==> src/rtl/glitch_sequencer.sv <==
// Timed glitch pulse-train generator: runs on command or on an armed trigger edge,
// with an optional target reset phase ahead of the programmed delay.
module glitch_sequencer #(
  parameter int SYNC_STAGES = 2,
  parameter bit TRIG_RISING = 1'b1
) (
  input  logic        clk,
  input  logic        rst,
  input  logic        trigger_i,
  input  logic [15:0] delay_i,
  input  logic [7:0]  width_i,
  input  logic [7:0]  num_pulses_i,
  input  logic [15:0] pulse_spacing_i,
  input  logic [15:0] reset_length_i,
  input  logic        pulse_en_i,
  input  logic        reset_en_i,
  input  logic        arm_i,
  output logic        glitch_o,
  output logic        target_rst_o,
  output logic        armed_o,
  output logic        busy_o,
  output logic        done_o
);

  localparam logic [2:0] S_IDLE  = 3'd0;
  localparam logic [2:0] S_ARMED = 3'd1;
  localparam logic [2:0] S_RESET = 3'd2;
  localparam logic [2:0] S_DELAY = 3'd3;
  localparam logic [2:0] S_PULSE = 3'd4;
  localparam logic [2:0] S_GAP   = 3'd5;

  logic [2:0]             state_reg, state_next;
  logic [SYNC_STAGES-1:0] sync_reg;
  logic                   trig_prev_reg;
  logic                   trig_sync, trig_edge;

  logic [15:0] delay_reg, delay_next;
  logic [7:0]  width_reg, width_next;
  logic [7:0]  num_reg, num_next;
  logic [15:0] spacing_reg, spacing_next;

  // One 16-bit counter is shared by the RESET, DELAY and GAP phases.
  logic [15:0] cnt_reg, cnt_next;
  logic [7:0]  wcnt_reg, wcnt_next;
  logic [7:0]  pcnt_reg, pcnt_next;

  logic glitch_reg, glitch_next;
  logic trst_reg, trst_next;
  logic armed_reg, busy_reg, done_reg, done_next;

  logic        in_start, launch, fire, latch, has_pulses;
  logic [15:0] eff_delay;
  logic [7:0]  eff_width, eff_num;

  assign trig_sync = sync_reg[SYNC_STAGES-1];
  assign trig_edge = TRIG_RISING ? (trig_sync & ~trig_prev_reg) : (~trig_sync & trig_prev_reg);

  // Launches out of IDLE/ARMED see the live inputs (latched this same cycle);
  // launches out of RESET and DELAY see the latched copy.
  assign in_start   = (state_reg == S_IDLE) || (state_reg == S_ARMED);
  assign eff_delay  = in_start ? delay_i      : delay_reg;
  assign eff_width  = in_start ? width_i      : width_reg;
  assign eff_num    = in_start ? num_pulses_i : num_reg;
  assign has_pulses = (eff_width != 8'd0) && (eff_num != 8'd0);

  always_comb begin
    state_next   = state_reg;
    cnt_next     = cnt_reg;
    wcnt_next    = wcnt_reg;
    pcnt_next    = pcnt_reg;
    glitch_next  = 1'b0;
    trst_next    = 1'b0;
    done_next    = 1'b0;
    launch       = 1'b0;
    fire         = 1'b0;
    latch        = 1'b0;
    delay_next   = delay_reg;
    width_next   = width_reg;
    num_next     = num_reg;
    spacing_next = spacing_reg;

    case (state_reg)
      S_IDLE: begin
        if (reset_en_i && (reset_length_i != 16'd0)) begin
          latch      = 1'b1;
          state_next = S_RESET;
          cnt_next   = reset_length_i;
          trst_next  = 1'b1;
        end else if (reset_en_i || pulse_en_i) begin
          latch  = 1'b1;
          launch = 1'b1;
        end else if (arm_i) begin
          state_next = S_ARMED;
        end
      end
      S_ARMED: begin
        if (pulse_en_i || trig_edge) begin
          latch  = 1'b1;
          launch = 1'b1;
        end
      end
      S_RESET: begin
        if (cnt_reg == 16'd1) begin
          launch = 1'b1;
        end else begin
          cnt_next  = cnt_reg - 16'd1;
          trst_next = 1'b1;
        end
      end
      S_DELAY: begin
        if (cnt_reg == 16'd1) fire = 1'b1;
        else cnt_next = cnt_reg - 16'd1;
      end
      S_PULSE: begin
        if (wcnt_reg == 8'd1) begin
          if (pcnt_reg == 8'd1) begin
            state_next = S_IDLE;
            done_next  = 1'b1;
          end else begin
            state_next = S_GAP;
            cnt_next   = spacing_reg;
          end
        end else begin
          wcnt_next   = wcnt_reg - 8'd1;
          glitch_next = 1'b1;
        end
      end
      S_GAP: begin
        if (cnt_reg == 16'd1) begin
          state_next  = S_PULSE;
          glitch_next = 1'b1;
          wcnt_next   = width_reg;
          pcnt_next   = pcnt_reg - 8'd1;
        end else begin
          cnt_next = cnt_reg - 16'd1;
        end
      end
      default: state_next = S_IDLE;
    endcase

    if (launch) begin
      if (eff_delay != 16'd0) begin
        state_next = S_DELAY;
        cnt_next   = eff_delay;
      end else begin
        fire = 1'b1;
      end
    end

    if (fire) begin
      if (has_pulses) begin
        state_next  = S_PULSE;
        glitch_next = 1'b1;
        wcnt_next   = eff_width;
        pcnt_next   = eff_num;
      end else begin
        state_next = S_IDLE;
        done_next  = 1'b1;
      end
    end

    if (latch) begin
      delay_next   = delay_i;
      width_next   = width_i;
      num_next     = num_pulses_i;
      // A zero gap is stretched to one cycle so adjacent pulses stay distinct.
      spacing_next = (pulse_spacing_i == 16'd0) ? 16'd1 : pulse_spacing_i;
    end
  end

  always_ff @(posedge clk) begin
    if (rst) begin
      state_reg     <= S_IDLE;
      sync_reg      <= '0;
      trig_prev_reg <= 1'b0;
      delay_reg     <= '0;
      width_reg     <= '0;
      num_reg       <= '0;
      spacing_reg   <= '0;
      cnt_reg       <= '0;
      wcnt_reg      <= '0;
      pcnt_reg      <= '0;
      glitch_reg    <= 1'b0;
      trst_reg      <= 1'b0;
      armed_reg     <= 1'b0;
      busy_reg      <= 1'b0;
      done_reg      <= 1'b0;
    end else begin
      state_reg     <= state_next;
      sync_reg      <= {sync_reg[SYNC_STAGES-2:0], trigger_i};
      trig_prev_reg <= trig_sync;
      delay_reg     <= delay_next;
      width_reg     <= width_next;
      num_reg       <= num_next;
      spacing_reg   <= spacing_next;
      cnt_reg       <= cnt_next;
      wcnt_reg      <= wcnt_next;
      pcnt_reg      <= pcnt_next;
      glitch_reg    <= glitch_next;
      trst_reg      <= trst_next;
      armed_reg     <= (state_next == S_ARMED);
      busy_reg      <= (state_next == S_RESET) || (state_next == S_DELAY) ||
                       (state_next == S_PULSE) || (state_next == S_GAP);
      done_reg      <= done_next;
    end
  end

  assign glitch_o     = glitch_reg;
  assign target_rst_o = trst_reg;
  assign armed_o      = armed_reg;
  assign busy_o       = busy_reg;
  assign done_o       = done_reg;

endmodule

==> config.mk <==
export PLATFORM = sky130hd
export DESIGN_NAME = glitch_sequencer
export DESIGN_NICKNAME = d
export VERILOG_FILES = /design/src/rtl/glitch_sequencer.sv
export SDC_FILE = /design/constraint.sdc
export NUM_CORES = 1
export LEC_CHECK = 0
export CORE_ASPECT_RATIO = 1.2
export CORE_MARGIN = 10
export CORE_UTILIZATION = 50
export DETAILED_ROUTE_END_ITERATION = 7
export PLACE_DENSITY_LB_ADDON = 0.3
export SYNTH_ARGS = -nofsm -noshare
export SYNTH_HDL_FRONTEND = slang
export SYNTH_SLANG_ARGS = --single-unit
==> constraint.sdc <==
create_clock -name clk -period 3.37 [get_ports clk]
set_input_delay 0.674 -clock clk [delete_from_list [all_inputs] [get_ports clk]]
set_output_delay 0.674 -clock clk [all_outputs]
set_load 0.02 [all_outputs]
==> results of run 1 <==
==> metal layers <==
layer  wire (µm)  GRT usage (%)  share of wire (%)
met1        7730           31.0                 44
met2        8160           34.9                 46
met3        1430           3.92                8.1
met4         329           6.50                1.9
met5           0              0                  0
==> worst max-delay path, delay by kind of cell <==
kind	cells	cell delay, ps
AND/OR/NAND/NOR	2	910
AO/OA/AOI/OAI	4	1270
buffers and inverters	1	460
==> path summary, 6_finish.rpt <==
check / startpoint / endpoint / slack, ps / cells after the start
worst max-delay path: reset_length_i[12] / pcnt_reg[0] / 240 / 7
worst min-delay path: sync_reg[0] / sync_reg[1] / 460 / 1
worst max register to register: cnt_reg[0] / pcnt_reg[0] / 610 / 8
worst min register to register: sync_reg[0] / sync_reg[1] / 460 / 1
==> cell type report <==
| type | instances | share of cell area [%] |
|---|---|---|
| Inverter | 12 | 0.701 |
| Timing Repair Buffer | 92 | 13.8 |
| Sequential cell | 91 | 28.4 |
| Multi-Input combinational cell | 554 | 49.9 |
| Clock buffer | 9 | 3.51 |
| Tap cell | 126 | 2.46 |
| Clock inverter | 7 | 1.29 |
==> layout by cell type (no fill, tap or decap), types with 4 or more instances in the layout <==
cell type	Yosys	routed
nor4_1	24	24
buf_4	3	17
a21oi_1	85	85
a311oi_1	6	6
a31oi_1	9	9
inv_6	0	4
o21ai_0	21	21
o211ai_1	5	5
xnor2_1	5	5
nand2_1	154	154
clkdlybuf4s50_1	0	73
dfxtp_1	91	91
mux2i_1	10	10
nor2_1	69	67
a222oi_1	5	5
or3_1	5	5
nor3_1	20	20
inv_1	11	11
o31ai_1	7	7
or4_1	8	8
ha_1	6	6
a221oi_1	18	18
o22ai_1	4	4
nand4_1	7	7
xor2_1	6	6
nor4b_1	4	4
nor2b_1	6	6
clkbuf_16	0	9
nand3_1	8	8
==> power by group through the flow <==
stage               Clock [mW]  Sequential [mW]  Combinational, mW
CTS                       1.07             1.46               1.67
detailed placement           0             1.48               1.65
floorplan                    0             1.42               1.19
global route              1.11             1.49               1.86
finish                    1.07             1.47               1.71
global placement             0             1.48               1.65
==> kinds of logic (layout without fill, tap and decap cells) <==
kind of cell    count (synthesis)  after routing  share of synthesized area [%]
simple gates                  326            326                           29.2
compound gates                199            199                           25.9
flops                          91             91                           34.7
buf+inv                        56            120                           4.53
mux                            12             12                           2.34
xor+xnor                       11             11                           1.83
fa+ha+maj                       6              6                           1.43
==> per-stage QoR <==
stage	cell area (µm²)	hold slack, ps
detailed placement	6110	443
global route	6420	467
CTS	6420	459
global placement	6110	438
floorplan	5250	414
finish	6420	463
==> summary.txt, run 1 <==
Timing
  – Fin Setup TNS: 0 ps
  – Slew headroom: 14.4%
  – Max Slew Vio Count: 0
  – Final setup violation count: 0
  – Unrepaired setup endpoints after global routing: false
  – Worst setup margin: roughly 240 ps
  – Final Hold Vio Count: 0
  – Final Skew: approximately 6.9 ps
  – Worst slew pin tran: between 1000 and 1500 ps
  – Max Clk Rate: around 320 MHz
  – Final period util: ~93%
  – Minimum clock period: between 3000 and 4000 ps

Global routing
  – Vias in the first global route: ~5400
  – Gr ovfl total: 0
  – GRT Total Usage: ~23%
  – Initial antenna violation count: 0
  – First-pass GRT wire length: between 20000 and 30000 µm
  – Pin count of the biggest net entering global routing: 79

Clock network
  – CTS buffer count: 9
  – Root buffer cell: clkbuf_16
  – H-Tree Level Count: 3
  – CTS tree: yes
  – Clock Latency Late Sink: roughly 350 ps
  – Setup Buffers After CTS: 0
  – PostCTS Resize Cnt: 0
  – Reg clk slew, reported paths: roughly 70 ps
  – # hold bufs at CTS: 0
  – CTS Sinks: between 90 and 100
  – CTS Buffer Depth: 2

Min path
  – Worst min path class: flop to flop

Floorplanning
  – Die width: approximately 110 µm
  – Cell Rows: 40
  – Chip Height: 132 µm
  – Initial core utilization: approximately 52%
  – Die ar.: around 15000 µm²
  – # IOs: between 70 and 80
  – Core Area: 10200 µm²

Yosys
  – Mapped cell area: between 5000 and 6000 µm²
  – Post-synth top cells: nand2_1 (154), dfxtp_1 (91), a21oi_1 (85)
  – Seq cells post-synth: a little over 90
  – Syn_nets: 777
  – Most frequent cell after synthesis: nand2_1
  – Syn avg cell area: ~7.5 µm²
  – EDFF count, synth: 0
  – Yosys top cell by area: dfxtp_1
  – Sequential share of the synthesized area: a little over a third
  – Mapped Cells: ~700
  – Post-synth top flop: dfxtp_1
  – Yosys warnings: 0
  – Yosys top cell area share: a little over a third
  – Synth top area cells: dfxtp_1 (35%), nand2_1 (11%), a21oi_1 (8.1%)
  – Asr flop ratio synth: 0%
  – Netlist cell types: 74

Power and ir drop
  – P_sw: between 1.5 and 2 mW
  – Combinational Power Share: 40.2%
  – Maximum vdd drop: 0.000421 V
  – Sequential Power Share: between 30% and 40%
  – Sw Share: 40.9%
  – Part of the power in the clock network: between 20% and 30%
  – Leak Pwr: approximately 2.4 nW
  – P_int: between 2 and 3 mW
  – Overall power: ~4.3 mW
  – PD cells: around 660 nW/µm²

Route
  – Drt wl/cell: between 15 and 20 µm
  – Via/cell ratio: ~6.4
  – Vias post-DR: 5740
  – Detail Route Antenna Nets: 0
  – Drt first pass iters: 6
  – Routed WL: around 18000 µm
  – Initial DRC count: 685
  – # DRC: 0

Final layout
  – Finished Layout Cells: 891
  – Register area: between 1500 and 2000 µm²
  – P&R area growth vs syn: 22.3%
  – Layout cell share with drive strength beyond 1: 7.71%
  – Post-layout nets: ~840
  – Antenna cells: 0
  – Post-layout util: between 60% and 70%
  – # fillers: approximately 900
  – Footprint of the multi-input gates: roughly 3200 µm²

Worst setup path
  – CP Max Fanout: 9
  – Element type at the critical path start: input port
  – Crit path largest cell delay: 580 ps
  – Crit path max-delay cell type: or4_1
  – Critical path class: input port to flop
  – Nature of the critical path endpoint: flop
  – Crit path arrival time: about 3300 ps
  – Critical Path RT: approximately 3600 ps
  – Critical-path cell list: clkdlybuf4s50_1 > or4_1 > o41a_1 > a21oi_2 > o211ai_1 > nor2_4 > a311oi_1

Placement
  – IO buf count: 74
  – DPL Wire Length: about 13000 µm
  – DP Cell Count: 875
  – RD Place Congestion: 0.972
  – DP Worst Slack: -51.0 ps

Status
  – Status: finished clean

Run
  – Max cap viols: 0
No activity file was read; power rests on OpenSTA's default activity.
==> inputs of run 2 (changes only) <==
--- a/config.mk
+++ b/config.mk
@@ -7,5 +7,5 @@
 export LEC_CHECK = 0
 export CORE_ASPECT_RATIO = 1.2
-export CORE_MARGIN = 10
+export CORE_MARGIN = 5
 export CORE_UTILIZATION = 50
 export DETAILED_ROUTE_END_ITERATION = 7
==> constraint.sdc (replaced) <==
create_clock -name clk -period 3.37 [get_ports clk]
set_input_delay 0.674 -clock clk [delete_from_list [all_inputs] [get_ports clk]]
set_output_delay 0.674 -clock clk [all_outputs]
set_load 0.01 [all_outputs]
==> summary.txt, run 2 (synthesis results as in run 1) <==
Status
  – Status: finished clean

Route
  – Vias post-DR: 5689 (-0.89%)
  – Routed WL: 17100 µm (-3.1%)
  – Via/cell ratio: 6.30 (-2.2%)
  – Drt first pass iters: 5 (-1)
  – Initial DRC count: 499 (-27%)
  – # DRC: 0 (unchanged)
  – Drt wl/cell: 18.9 µm (-4.4%)
  – Detail Route Antenna Nets: 0 (unchanged)

Timing
  – Slew headroom: 16.5% (+2.1 points)
  – Max Clk Rate: 332 MHz (+3.9%)
  – Final period util: 89.5% (-3.4 points)
  – Fin Hold WS: 444 ps (-18.4 ps)
  – Max Slew Vio Count: 0 (unchanged)
  – Final setup violation count: 0 (unchanged)
  – Unrepaired setup endpoints after global routing: false
  – Final Skew: 7.17 ps (+0.310 ps)
  – Worst slew pin tran: 1240 ps (-31.5 ps)
  – Final Hold Vio Count: 0 (unchanged)
  – Minimum clock period: 3020 ps (-116 ps)
  – Fin Setup TNS: 0 ps (unchanged)
  – Worst setup margin: 355 ps (+116 ps)

Run
  – Max cap viols: 0 (unchanged)

Global routing
  – First-pass GRT wire length: 27300 µm (-3.2%)
  – Vias in the first global route: 5434 (+1.3%)
  – GRT Total Usage: 26.4% (+3.8 points)
  – Initial antenna violation count: 0 (unchanged)
  – Pin count of the biggest net entering global routing: 79 (unchanged)
  – Gr ovfl total: 0 (unchanged)

Placement
  – IO buf count: 74 (unchanged)
  – DP Cell Count: 887 (+1.4%)
  – RD Place Congestion: 0.944 (-2.8%)
  – DP Worst Slack: 46.3 ps (+97.3 ps)
  – DPL Wire Length: 12500 µm (-1.7%)

Final layout
  – Finished Layout Cells: 903 (+1.3%)
  – Most common cell after layout, fill and taps aside: nand2_1
  – Register area: 1820 µm² (unchanged)
  – Commonest non-fill, non-tap cells in the layout: nand2_1 (154), dfxtp_1 (91), a21oi_1 (85)
  – Antenna cells: 0 (unchanged)
  – Layout cell share with drive strength beyond 1: 8.66% (+0.94 points)
  – P&R area growth vs syn: 23.0%
  – # fillers: 957 (+6.2%)
  – Post-layout nets: 845 (+1.1%)
  – Footprint of the multi-input gates: 3210 µm² (unchanged)

Worst setup path
  – Worst Reg2Reg Path Length in Cells: 6 (-2)
  – Critical-path cell list: clkdlybuf4s50_1 > or4_1 > o41a_1 > a21o_1 > a22oi_4 > a21oi_1 > a221oi_1
  – R2R Path End: cnt_reg[5]
  – Buf+Inv Stages, Crit Path: 1 (unchanged)
  – Reg-to-Reg Start: state_reg[1]
  – Nature of the critical path endpoint: flop
  – Reg-to-reg setup timing slack: 660 ps (+50 ps)
  – Crit path max-delay cell type: or4_1
  – Family with the most delay on the worst path: compound AO/OA/AOI/OAI gates
  – Crit path largest cell delay: 580 ps (about the same)
  – Critical Path RT: 3610 ps (+50 ps)
  – Crit path arrival time: 3260 ps (-60 ps)
  – Element type at the critical path start: input port
  – CP Max Fanout: 13 (+4)
  – Critical path class: input port to flop

Clock network
  – Root buffer cell: clkbuf_16
  – PostCTS Resize Cnt: 0 (unchanged)
  – Reg clk slew, reported paths: 60 ps (about the same)
  – CTS buffer count: 9 (unchanged)
  – Clock Latency Late Sink: 350 ps (about the same)
  – CTS tree: yes
  – # hold bufs at CTS: 0 (unchanged)
  – H-Tree Level Count: 3 (unchanged)
  – CTS Buffer Depth: 2 (unchanged)
  – Setup Buffers After CTS: 0 (unchanged)
  – CTS Sinks: 91 (unchanged)

Min path
  – Hold_sp: sync_reg[0]
  – Worst min path class: flop to flop
  – Min-Delay Path Depth: 1 (unchanged)
  – Worst Hold Path EP: sync_reg[1]

Floorplanning
  – Cell Rows: 41 (+2.5%)
  – Initial core utilization: 50.4% (-1.3 points)
  – Core Area: 10400 µm² (+2.5%)
  – Die width: 104 µm (-8.8%)
  – # IOs: 75 (unchanged)
  – Chip Height: 122 µm (-7.6%)
  – Die ar.: 12700 µm² (-16%)

Power and ir drop
  – Maximum vdd drop: 0.000285 V (-32%)
  – Overall power: 4.16 mW (-2.2%)
  – Leak Pwr: 2.43 nW (+1.0%)
  – PD cells: 644 nW/µm² (-2.8%)
run 2: cell types whose count changed in the layout (fill, tap and decap cells not counted):
cell,delta
buf_4,+10
inv_6,-3
clkbuf_8,+2
clkinvlp_4,+2
buf_12,-1
bufinv_16,-1
clkbuf_1,+1
clkinv_4,-1
run 2: final cells by class:
class,count,area share [%]
multi-input cells,554,49.6
flip-flops and latches,91,28.2
repair buffers,101,14.5
clock inverters,4,0.503
inverters,12,0.697
well taps,129,2.50
clock buffers,12,3.97
run 2: worst register-to-register path, delay by kind of cell (launching register included):
kind / cells / cell delay (ps)
AOI/OAI and AO/OA: 4 / 1530
DFF: 1 / 630
and+or+nand+nor: 2 / 390
run 2: metrics by stage:
stage	utilization, %	area (µm²)
after floorplan	-	5250
after global placement	59.3	6170
after detailed placement	59.3	6170
after CTS	62.0	6460
after global routing	62.0	6460
final	62.0	6460
run 2: worst max-delay path by stage:
stage	endpoint	from	slack [ps]	cells after the start
after global placement	glitch_o	reset_length_i[12]	80	8
after detailed placement	cnt_reg[7]	reset_length_i[11]	50	7
after CTS	cnt_reg[7]	reset_length_i[11]	380	7
final	cnt_reg[7]	reset_length_i[11]	350	7
after global routing	cnt_reg[7]	reset_length_i[11]	260	7
after floorplan	cnt_reg[15]	reset_length_i[11]	680	7
run 2: report_power, final:
| group | leakage (nW) | total, mW | switching, mW | internal, mW |
|---|---|---|---|---|
| registers | 0.748 | 1.49 | 0.224 | 1.26 |
| logic | 1.55 | 1.69 | 1.02 | 0.673 |
| clock network | 0.135 | 0.985 | 0.440 | 0.545 |
| total | 2.43 | 4.16 | 1.68 | 2.48 |
run 2: layer usage:
layer  vias up  part of all wire, %  GRT usage [%]
met5         -                    0              0
met2       257                   48           42.8
met4         0                  3.0           12.1
met1      2691                   42           34.1
li1       2708                    -              -
met3        33                  7.4           4.89
==> inputs of run 3 (changes only) <==
DONT_BUFFER_PORTS = 1   (was default)
SLEW_MARGIN = 20   (was default)
==> summary.txt, run 3 (synthesis results as in run 1) <==
Timing
  – Max Slew Vio Count: 0 (unchanged)
  – Unrepaired setup endpoints after global routing: false
  – Final Hold Vio Count: 0 (unchanged)
  – Max Clk Rate: 354 MHz (+6.6%)
  – Worst slew pin tran: 787 ps (-457 ps)
  – Final Skew: 9.36 ps (+2.19 ps)
  – Final setup violation count: 0 (unchanged)
  – Final period util: 83.9% (-5.5 points)
  – Slew headroom: 47.5% (+31 points)
  – Minimum clock period: 2830 ps (-187 ps)
  – Fin Setup TNS: 0 ps (unchanged)

Global routing
  – First-pass GRT wire length: 25800 µm (-5.4%)
  – GRT Total Usage: 24.9% (-1.4 points)
  – Met3 Use GR: 5.21% (+0.32 points)
  – Gr ovfl total: 0 (unchanged)
  – Top Usage Layer GRT: met2
  – Vias in the first global route: 5042 (-7.2%)
  – Pin count of the biggest net entering global routing: 80 (+1.3%)
  – Met2 usage: 40.2% (-2.6 points)
  – Grt met1 use: 32.8% (-1.3 points)
  – Initial antenna violation count: 0 (unchanged)

Power and ir drop
  – PD cells: 719 nW/µm² (+12%)
  – Leak Pwr: 2.09 nW (-14%)
  – Part of the power in the clock network: 26.0% (+2.3 points)
  – P_sw: 1.63 mW (-3.1%)
  – P_int: 2.44 mW (-1.6%)
  – Overall power: 4.07 mW (-2.2%)
  – Sw Share: 40.0% (-0.39 points)
  – Combinational Power Share: 37.1% (-3.5 points)
  – Sequential Power Share: 36.9% (+1.2 points)
  – Maximum vdd drop: 0.000355 V (+24%)

Route
  – Via/cell ratio: 6.66 (+5.7%)
  – Routed WL: 16100 µm (-5.6%)
  – Initial DRC count: 603 (+21%)
  – Drt wl/cell: 19.8 µm (+4.5%)
  – Drt first pass iters: 6 (+1)
  – Detail Route Antenna Nets: 0 (unchanged)
  – Vias post-DR: 5428 (-4.6%)
  – # DRC: 0 (unchanged)

Run
  – Max cap viols: 0 (unchanged)

Worst setup path
  – Element type at the critical path start: input port
  – CP Max Fanout: 11 (-2)
  – Crit path arrival time: 3080 ps (-180 ps)
  – Critical path class: input port to flop
  – Critical-path cell list: or4_1 > o41ai_2 > o31ai_1 > a21oi_2 > a222oi_1 > a221oi_1
  – Critical Path RT: 3620 ps (about the same)
  – Crit path max-delay cell type: o41ai_2
  – Crit path largest cell delay: 600 ps (+20 ps)
  – Nature of the critical path endpoint: flop

Floorplanning
  – Chip Height: 122 µm (unchanged)
  – Initial core utilization: 50.4% (unchanged)
  – Cell Rows: 41 (unchanged)
  – # IOs: 75 (unchanged)
  – Die width: 104 µm (unchanged)
  – Core Area: 10400 µm² (unchanged)
  – Die ar.: 12700 µm² (unchanged)

Final layout
  – Commonest non-fill, non-tap cells in the layout: nand2_1 (154), dfxtp_1 (91), a21oi_1 (85)
  – P&R area growth vs syn: 7.67%
  – # fillers: 975 (+1.9%)
  – Post-layout nets: 757 (-10%)
  – Antenna cells: 0 (unchanged)
  – Finished Layout Cells: 815 (-9.7%)
  – Footprint of the multi-input gates: 3220 µm² (+0.31%)
  – Most common cell after layout, fill and taps aside: nand2_1
  – Register area: 1820 µm² (unchanged)
  – Layout cell share with drive strength beyond 1: 7.73% (-0.93 points)

Clock network
  – # hold bufs at CTS: 0 (unchanged)
  – Root buffer cell: clkbuf_16
  – CTS tree: yes
  – CTS Sinks: 91 (unchanged)
  – H-Tree Level Count: 3 (unchanged)
  – CTS buffer count: 9 (unchanged)
  – Clock Latency Late Sink: 350 ps (about the same)
  – CTS Buffer Depth: 2 (unchanged)
  – PostCTS Resize Cnt: 0 (unchanged)
  – Setup Buffers After CTS: 0 (unchanged)
  – Reg clk slew, reported paths: 70 ps (about the same)

Placement
  – RD Place Congestion: 0.963 (+2.0%)
  – DPL Wire Length: 11600 µm (-7.1%)
  – DP Cell Count: 799 (-9.9%)
  – IO buf count: 0 (-100%)

Status
  – Status: finished clean

Min path
  – Worst min path class: input port to flop
[run 3: cell count changes in the layout (fill, tap and decap cells not counted), moves of 2 or more]
| cell | before | now |
|---|---|---|
| buf_4 | 27 | 13 |
| nor2_2 | 2 | 0 |
| clkdlybuf4s50_1 | 73 | 0 |
| nor2_4 | 1 | 3 |
[run 3: worst max-delay path: cells and delay by family]
| family | cells | cell delay (ps) |
|---|---|---|
| compound gates | 5 | 1830 |
| simple gates | 1 | 570 |
[run 3: metrics by stage]
stage / worst slack, ps / util, % / hold WS, ps / area [µm²]
final: 542 / 54.3 / 389 / 5650
after CTS: 645 / 54.3 / 384 / 5650
after global placement: 397 / 51.3 / 422 / 5340
after floorplan: 685 / - / 414 / 5250
after detailed placement: 271 / 51.3 / 425 / 5340
after global routing: 380 / 54.3 / 380 / 5650
[run 3: path summary, 6_finish.rpt]
kind / startpoint / to / slack [ps] / depth (start not counted)
setup / recovery: reset_length_i[11] / cnt_reg[7] / 540 / 6
hold / removal: rst / width_reg[7] / 390 / 1
setup reg to reg: cnt_reg[0] / wcnt_reg[0] / 550 / 7
hold reg to reg: sync_reg[0] / sync_reg[1] / 440 / 1
[run 3: final cells by class]
class / instances / share of cell area, %
clock buffer: 11 / 4.47
clock inverter: 5 / 1.06
inverter: 12 / 0.797
multi-input combinational: 554 / 56.9
sequential: 91 / 32.2
tap: 129 / 2.85
timing repair buffer: 13 / 1.73
[run 3: power groups by stage]
stage	logic, mW	registers, mW	clock network, mW
finish	1.51	1.50	1.06
global route	1.65	1.52	1.12
CTS	1.48	1.49	1.07
detailed placement	1.48	1.51	0
global placement	1.46	1.50	0
floorplan	1.19	1.42	0
[run 3: routing by layer]
metal | share of wire [%] | vias to the layer above
met5 | 0 | -
met4 | 2.8 | 0
met3 | 9.1 | 58
met2 | 47 | 312
met1 | 41 | 2537
li1 | - | 2521
